**src/rtl/uart_rx_frame_ctrl.sv**
```systemverilog
// uart_rx_frame_ctrl: frames a UART byte stream (SOF, LEN, payload, XOR csum) into checked packets
module uart_rx_frame_ctrl #(
  parameter int         MAX_LEN = 16,
  parameter logic [7:0] SOF     = 8'hA5,
  parameter int         TIMEOUT = 1024
) (
  input  logic       clk,
  input  logic       rst,
  input  logic [7:0] rx_data,
  input  logic       rx_valid,
  output logic [7:0] out_data,
  output logic       out_valid,
  input  logic       out_ready,
  output logic       out_last,
  output logic       frame_ok,
  output logic       frame_err,
  output logic [1:0] err_code,
  output logic       busy
);
  localparam int IW = $clog2(MAX_LEN);
  localparam int TW = $clog2(TIMEOUT);
  typedef enum logic [2:0] {IDLE, LEN, PAYLOAD, CSUM, DRAIN} state_t;
  state_t state;
  logic [7:0] mem [MAX_LEN];
  logic [IW-1:0] wr_idx, rd_idx, lm1;
  logic [7:0] csum;
  logic [TW-1:0] tcnt;
  logic timed, tmo, xfer;
  assign timed = state inside {LEN, PAYLOAD, CSUM};
  assign tmo = timed && !rx_valid && tcnt == TW'(TIMEOUT - 1);
  assign xfer = out_valid && out_ready;
  assign out_valid = state == DRAIN;
  assign busy = state != IDLE;
  assign out_last = out_valid && rd_idx == lm1;
  assign out_data = out_valid ? mem[rd_idx] : '0;
  // lm1 holds L-1 so it fits the index width even when L == MAX_LEN
  always_ff @(posedge clk)
    if (state == PAYLOAD && rx_valid) mem[wr_idx] <= rx_data;
  always_ff @(posedge clk or negedge rst) begin
    if (!rst) begin
      state <= IDLE;
      wr_idx <= '0;
      rd_idx <= '0;
      lm1 <= '0;
      csum <= '0;
      tcnt <= '0;
      frame_ok <= 1'b0;
      frame_err <= 1'b0;
      err_code <= 2'd0;
    end else begin
      frame_ok <= 1'b0;
      frame_err <= 1'b0;
      err_code <= 2'd0;
      tcnt <= (rx_valid || !timed) ? '0 : tcnt + TW'(1);
      if (tmo) begin
        frame_err <= 1'b1;
        err_code <= 2'd2;
        state <= IDLE;
      end else begin
        case (state)
          IDLE: if (rx_valid && rx_data == SOF) state <= LEN;
          LEN:
            if (rx_valid) begin
              if (rx_data == 8'd0 || rx_data > 8'(MAX_LEN)) begin
                frame_err <= 1'b1;
                err_code <= 2'd0;
                state <= IDLE;
              end else begin
                lm1 <= IW'(rx_data - 8'd1);
                csum <= rx_data;
                wr_idx <= '0;
                state <= PAYLOAD;
              end
            end
          PAYLOAD:
            if (rx_valid) begin
              csum <= csum ^ rx_data;
              wr_idx <= wr_idx + IW'(1);
              if (wr_idx == lm1) state <= CSUM;
            end
          CSUM:
            if (rx_valid) begin
              if (rx_data == csum) begin
                frame_ok <= 1'b1;
                rd_idx <= '0;
                state <= DRAIN;
              end else begin
                frame_err <= 1'b1;
                err_code <= 2'd1;
                state <= IDLE;
              end
            end
          DRAIN: begin
            if (rx_valid) begin
              frame_err <= 1'b1;
              err_code <= 2'd3;
            end
            if (xfer) begin
              rd_idx <= rd_idx + IW'(1);
              if (out_last) state <= IDLE;
            end
          end
          default: state <= IDLE;
        endcase
      end
    end
  end
endmodule

```
**config.mk**
```make
export PLATFORM = sky130hd
export DESIGN_NAME = uart_rx_frame_ctrl
export DESIGN_NICKNAME = d
export VERILOG_FILES = /design/src/rtl/uart_rx_frame_ctrl.sv
export SDC_FILE = /design/constraint.sdc
export NUM_CORES = 1
export LEC_CHECK = 0
export CORE_MARGIN = 4
export CORE_UTILIZATION = 53
export CTS_CLUSTER_SIZE = 20
export DETAILED_ROUTE_END_ITERATION = 8
export MAX_ROUTING_LAYER = met4
export PLACE_DENSITY = 0.71
export SYNTH_ARGS = -nofsm -noshare
export SYNTH_HDL_FRONTEND = slang
export SYNTH_SLANG_ARGS = --single-unit
```
**constraint.sdc**
```tcl
create_clock -name clk -period 2.7 [get_ports clk]
set_input_delay 0.675 -clock clk [delete_from_list [all_inputs] [get_ports clk]]
set_output_delay 0.675 -clock clk [all_outputs]
set_load 0.02 [all_outputs]
```
=== Word level (Yosys, flattened, before mapping) ===
Memories as Yosys holds them, arrays and structs flattened.
Index checks and enable logic that the tools add are counted.

* Flip-flop bits (word level): 37
* Memory bits (writable): 128
* Word-level logic and storage cells: 103
* Memories: 1

* Add/sub/neg operators: 4
* Order comparisons: 1
* Eq/ne operators: 22
* Mux-type cells: 43
* Bitwise gates (word level): 3
* Reductions and logical operators: 20

{| class="wikitable"
|+ Memories
! memory !! words !! bits a word !! read ports !! clocked after memory_dff !! wr ports !! line !! source
|-
| mem || 16 || 8 || 1 || 0 || 1 || 24 || <nowiki>logic [7:0] mem [MAX_LEN];</nowiki>
|}

{| class="wikitable"
|+ Operators with widths
! operator !! count
|-
| 8-bit 2-to-1 mux || 4
|-
| 3-bit 2-to-1 mux || 9
|-
| 4-bit 2-to-1 mux || 6
|-
| 4-bit one-hot mux with 2 select lines || 2
|-
| 8-bit one-hot mux with 2 select lines || 1
|-
| 3-bit one-hot mux with 5 select lines || 1
|-
| 1-bit 2-to-1 mux || 14
|-
| 3-bit inequality test (second input constant) || 4
|-
| 10-bit by 1-bit adder with 10-bit output (second input constant) || 1
|-
| 10-bit == test (second input constant) || 1
|-
| 10-bit 2-to-1 mux || 1
|-
| 5-bit AND reduction || 2
|-
| 4-bit by 1-bit adder with 4-bit output (second input constant) || 2
|-
| 4-bit == test || 2
|-
| 8-bit == test || 1
|-
| 8-bit == test (second input constant) || 1
|-
| 8-bit by 5-bit > comparator with 1-bit output (second input constant) || 1
|-
| 8-bit logical NOT || 1
|-
| 2-bit inequality test (second input constant) || 4
|-
| 8-bit bitwise XOR || 1
|-
| 7-bit AND reduction || 1
|-
| 3-bit by 2-bit == test with 1-bit output (second input constant) || 2
|-
| 1-bit logical AND || 6
|-
| 2-bit 2-to-1 mux || 3
|-
| other kinds (15) || 22
|}

=== Depth between registers and ports, before layout ===
* Word-level depth: 6
* Depth in mapped cells: 7
* Mapped depth without buffers: 6

=== Least setup slack after synthesis ===
OpenSTA, ideal clock, no wires.

* Path kind: reg-to-output
* Start: register state[0]
* End: output port out_data[1]
* Data arrival time: 1.825 ns
* Required time: 2.025 ns
* Path slack: 0.200 ns
* Cell stages (with the launch flop): 5
* Cells stage by stage: dfrtp_1 buf_2 nor3b_2 nand2_1 o21ai_0

* Longest elaborated chain between the ends: 2

{| class="wikitable"
|+ RTL lines
! what !! line !! source
|-
| start: declaration || 23 || <nowiki>state_t state;</nowiki>
|-
| start signal: assignment || 41 || <nowiki>state <= IDLE;</nowiki>
|-
| start signal: assignment || 58 || <nowiki>state <= IDLE;</nowiki>
|-
| start signal: assignment || 61 || <nowiki>IDLE: if (rx_valid && rx_data == SOF) state <= LEN;</nowiki>
|-
| 3-bit == test || 32 || <nowiki>assign out_valid = state == DRAIN;</nowiki>
|-
| named net out_valid || 12 || <nowiki>output logic out_valid,</nowiki>
|-
| 8-bit 2-to-1 mux || 35 || <nowiki>assign out_data = out_valid ? mem[rd_idx] : '0;</nowiki>
|-
| end: declaration || 11 || <nowiki>output logic [7:0] out_data,</nowiki>
|}

The timed path passes the listed nets, and every way through them passes these cells.

=== Worst setup path in the final report ===
* Start: register rd_idx[0]
* End: output port out_data[7]

* Longest elaborated chain between the ends: 2

{| class="wikitable"
|+ RTL lines
! what !! line !! source
|-
| start: declaration || 25 || <nowiki>logic [IW-1:0] wr_idx, rd_idx, lm1;</nowiki>
|-
| start signal: assignment || 99 || <nowiki>rd_idx <= rd_idx + IW'(1);</nowiki>
|-
| memory read 16 x 8 bit || n/a ||
|-
| 8-bit 2-to-1 mux || 35 ||
|}

Every way passes these cells.

==> impl_metrics.ini <==
[synthesis]
avgSynthCellArea_um2 = 15.8
yosysSeqAreaShare_pct = 65.5
synth_common_cells = 128 x edfxtp_1, 37 x dfrtp_1, 36 x nor2_1
netlist_instances = 462
synth_area_um2 = 7290
yosysUniqueCellTypes = 53
synth_flop_cell = edfxtp_1
ys_async_sr_fraction_pct = 22.4
synth_edf_count = 128
synth_top_area_share_pct = 52.7
yosys_register_bits = 165
syn_nets = 482
synth_area_leaders = edfxtp_1 53%, dfrtp_1 13%, mux4_2 5.9%
ys_warn_count = 0
yosysTopAreaCell = edfxtp_1
yosysMostFrequentCell = edfxtp_1

[timing]
final_max_slew_viol_count = 0
worst_pin_slew_ns = 0.606
rsz0062_at_grt = yes
slew-limit-headroom_pct = 59.6
finClkSkew_ns = 0.00752
fmax_ghz = 0.349
hold_violations = 0
setup_slack_ns = -0.162
fin_crit_sh_pct = 106
setup_viol = 8
fin_crit_ns = 2.86

[drt]
routed_via_density = 5.95
drc = 0
drt_iter0_drc = 363
drt-wirelength-per-cell_um = 22.1
num_vias = 4372
dr.pass1.iters = 5
antenna_left = 0
drt-total-wl_mm = 16.2

[status]
violations = setup timing
outcome = finished with violations

[placement]
dp_hpwl_mm = 10.8
gp_congestion = 0.830
port_buffers = 26
place_area_um2 = 8110
pre_cts_slack_ns = -0.0922

[run]
maxCapViolCount = 0

[critical_path]
startpoint_type = register
crit_required_ns = 2.03
cp.arrival_ns = 2.19
cp_max_fo = 6
path_class = reg -> out
crit_path_end_kind = output port

[cts]
root_buffer = clkbuf_16
clock-sinks = 165
clk_latency_ns = 0.42
clk_pin_slew_ns = 0.06
clk_path_buf_depth = 2
hold_buffers = 0
cts_buffers = 17
htreeDepth = 4
cts_tree = yes

[global_routing]
grtUsageMet2_pct = 36.3
global_route.usage.met3_pct = 4.78
met1_usage_pct = 27.8
grt_pass1_vias = 4473
grt_pass1_wl_mm = 25.6
grt_start_max_net_pins = 26
grt_antenna_before_repair = 0
grt-busiest-layer = met2
grt_overflow = 0
grtUsageTotal_pct = 22.3

[power_and_ir_drop]
ir_worst_vdd_v = 0.000500
p_per_area_nw_per_um2 = 582
p_leak_nw = 3.22

[hold_path]
hold_class = in -> async

[floorplan]
die_h_um = 125
coreArea_um2 = 13300
start_util_pct = 54.6
row_count = 42
pin_count = 27
die_w_um = 125
die-area_um2 = 15700

[finish]
syn_to_final_growth_pct = 19.3
drive_above_1_share_pct = 25.9
fillers = 925
nets = 569
fin_area_um2 = 8690
antennaDiodeCount = 0
[path summary, 6_finish.rpt]
path                            from  slack [ns]           to  depth (start not counted)
setup / recovery           rd_idx[0]       -0.16  out_data[7]                          6
hold / removal                   rst        0.26      tcnt[5]                          1
setup reg to reg            state[0]        0.46    mem[1][1]                          5
hold reg to reg              tcnt[0]        0.49      tcnt[0]                          1
max in group asynchronous        rst        1.83      tcnt[1]                          2
min in group clk             tcnt[0]        0.49      tcnt[0]                          1
[state kept, by name, indices dropped and copies added (netlist names)]
signal	count
state	3
mem	128
err_code	2
frame_ok	1
lm1	4
frame_err	1
csum	8
tcnt	10
rd_idx	4
wr_idx	4
[layer usage]
layer	share of wire [%]	up-vias
li1	-	1970
met1	40	2222
met4	2.6	0
met2	52	154
met3	5.8	26
met5	0	-
[kinds of logic after synthesis]
kind of cell    synth area share [%]
xor+xnor                        4.09
compound gates                  5.65
fa+ha+maj                       1.37
simple gates                    9.27
flops                           65.5
mux                             11.8
buf+inv                         2.37
[power by group]
group / total [mW] / switching (mW) / leakage, nW / internal (mW)
logic: 0.208 / 0.129 / 1.34 / 0.0794
clock network: 2.08 / 0.931 / 0.240 / 1.14
registers: 2.77 / 0.0172 / 1.64 / 2.75
[metrics by stage]
| stage | utilization [%] | cells | power (mW) | setup TNS (ns) | hold WS [ns] |
|---|---|---|---|---|---|
| after floorplan | - | 462 | 2.92 | 0 | 0.379 |
| after global placement | 60.8 | 699 | 3.02 | -0.237 | 0.473 |
| after detailed placement | 60.8 | 699 | 3.03 | -0.440 | 0.485 |
| after CTS | 64.7 | 731 | 5.08 | -0.795 | 0.267 |
| after global routing | 65.1 | 735 | 5.24 | -1.67 | 0.299 |
| final | 65.1 | 735 | 5.06 | -1.08 | 0.258 |
[final cells by class]
| class | count | area (um^2) | area share, % |
|---|---|---|---|
| clock inverter | 11 | 63.8 | 0.734 |
| inverter | 10 | 37.5 | 0.432 |
| sequential | 165 | 4770 | 54.9 |
| multi-input combinational | 266 | 2360 | 27.2 |
| timing repair buffer | 89 | 805 | 9.26 |
| tap | 176 | 220 | 2.53 |
| clock buffer | 18 | 429 | 4.94 |
[critical path, cell delays in order (launching register included)]
cell and delay (ns):
dfrtp_2 0.47, buf_12 0.16, buf_4 0.12, mux4_2 0.50
a22oi_2 0.24, o21ai_1 0.10, buf_4 0.17
[layout by cell type, fill, tap and decap left out, types with 4 or more instances in the layout]
master,netlist,routed
o21ai_0,21,19
nand4_1,10,10
xor2_1,16,16
a22oi_1,11,9
nand3_1,13,13
ha_1,8,8
mux4_1,13,11
nor2_1,36,36
edfxtp_1,128,128
clkdlybuf4s50_1,0,15
mux4_2,19,21
nand2b_1,4,4
a21oi_1,10,10
xnor2_1,13,13
dfrtp_1,37,35
mux2i_1,9,6
nand2_1,24,24
buf_4,2,55
buf_12,0,6
o21ai_1,5,7
and4_1,4,4
buf_2,9,7
clkinv_2,0,4
clkbuf_16,0,18
nor3_1,5,5
inv_1,9,9
[timing repair]
| item | CTS | global route |
|---|---|---|
| endpoints found under the setup margin | 9 | 10 |
| gates cloned | 0 | 1 |
| gates resized for setup | 47 | 13 |
| pin swaps | 1 | 2 |
| buffers inserted | 3 | 3 |
No activity file was read; power rests on OpenSTA's default activity.
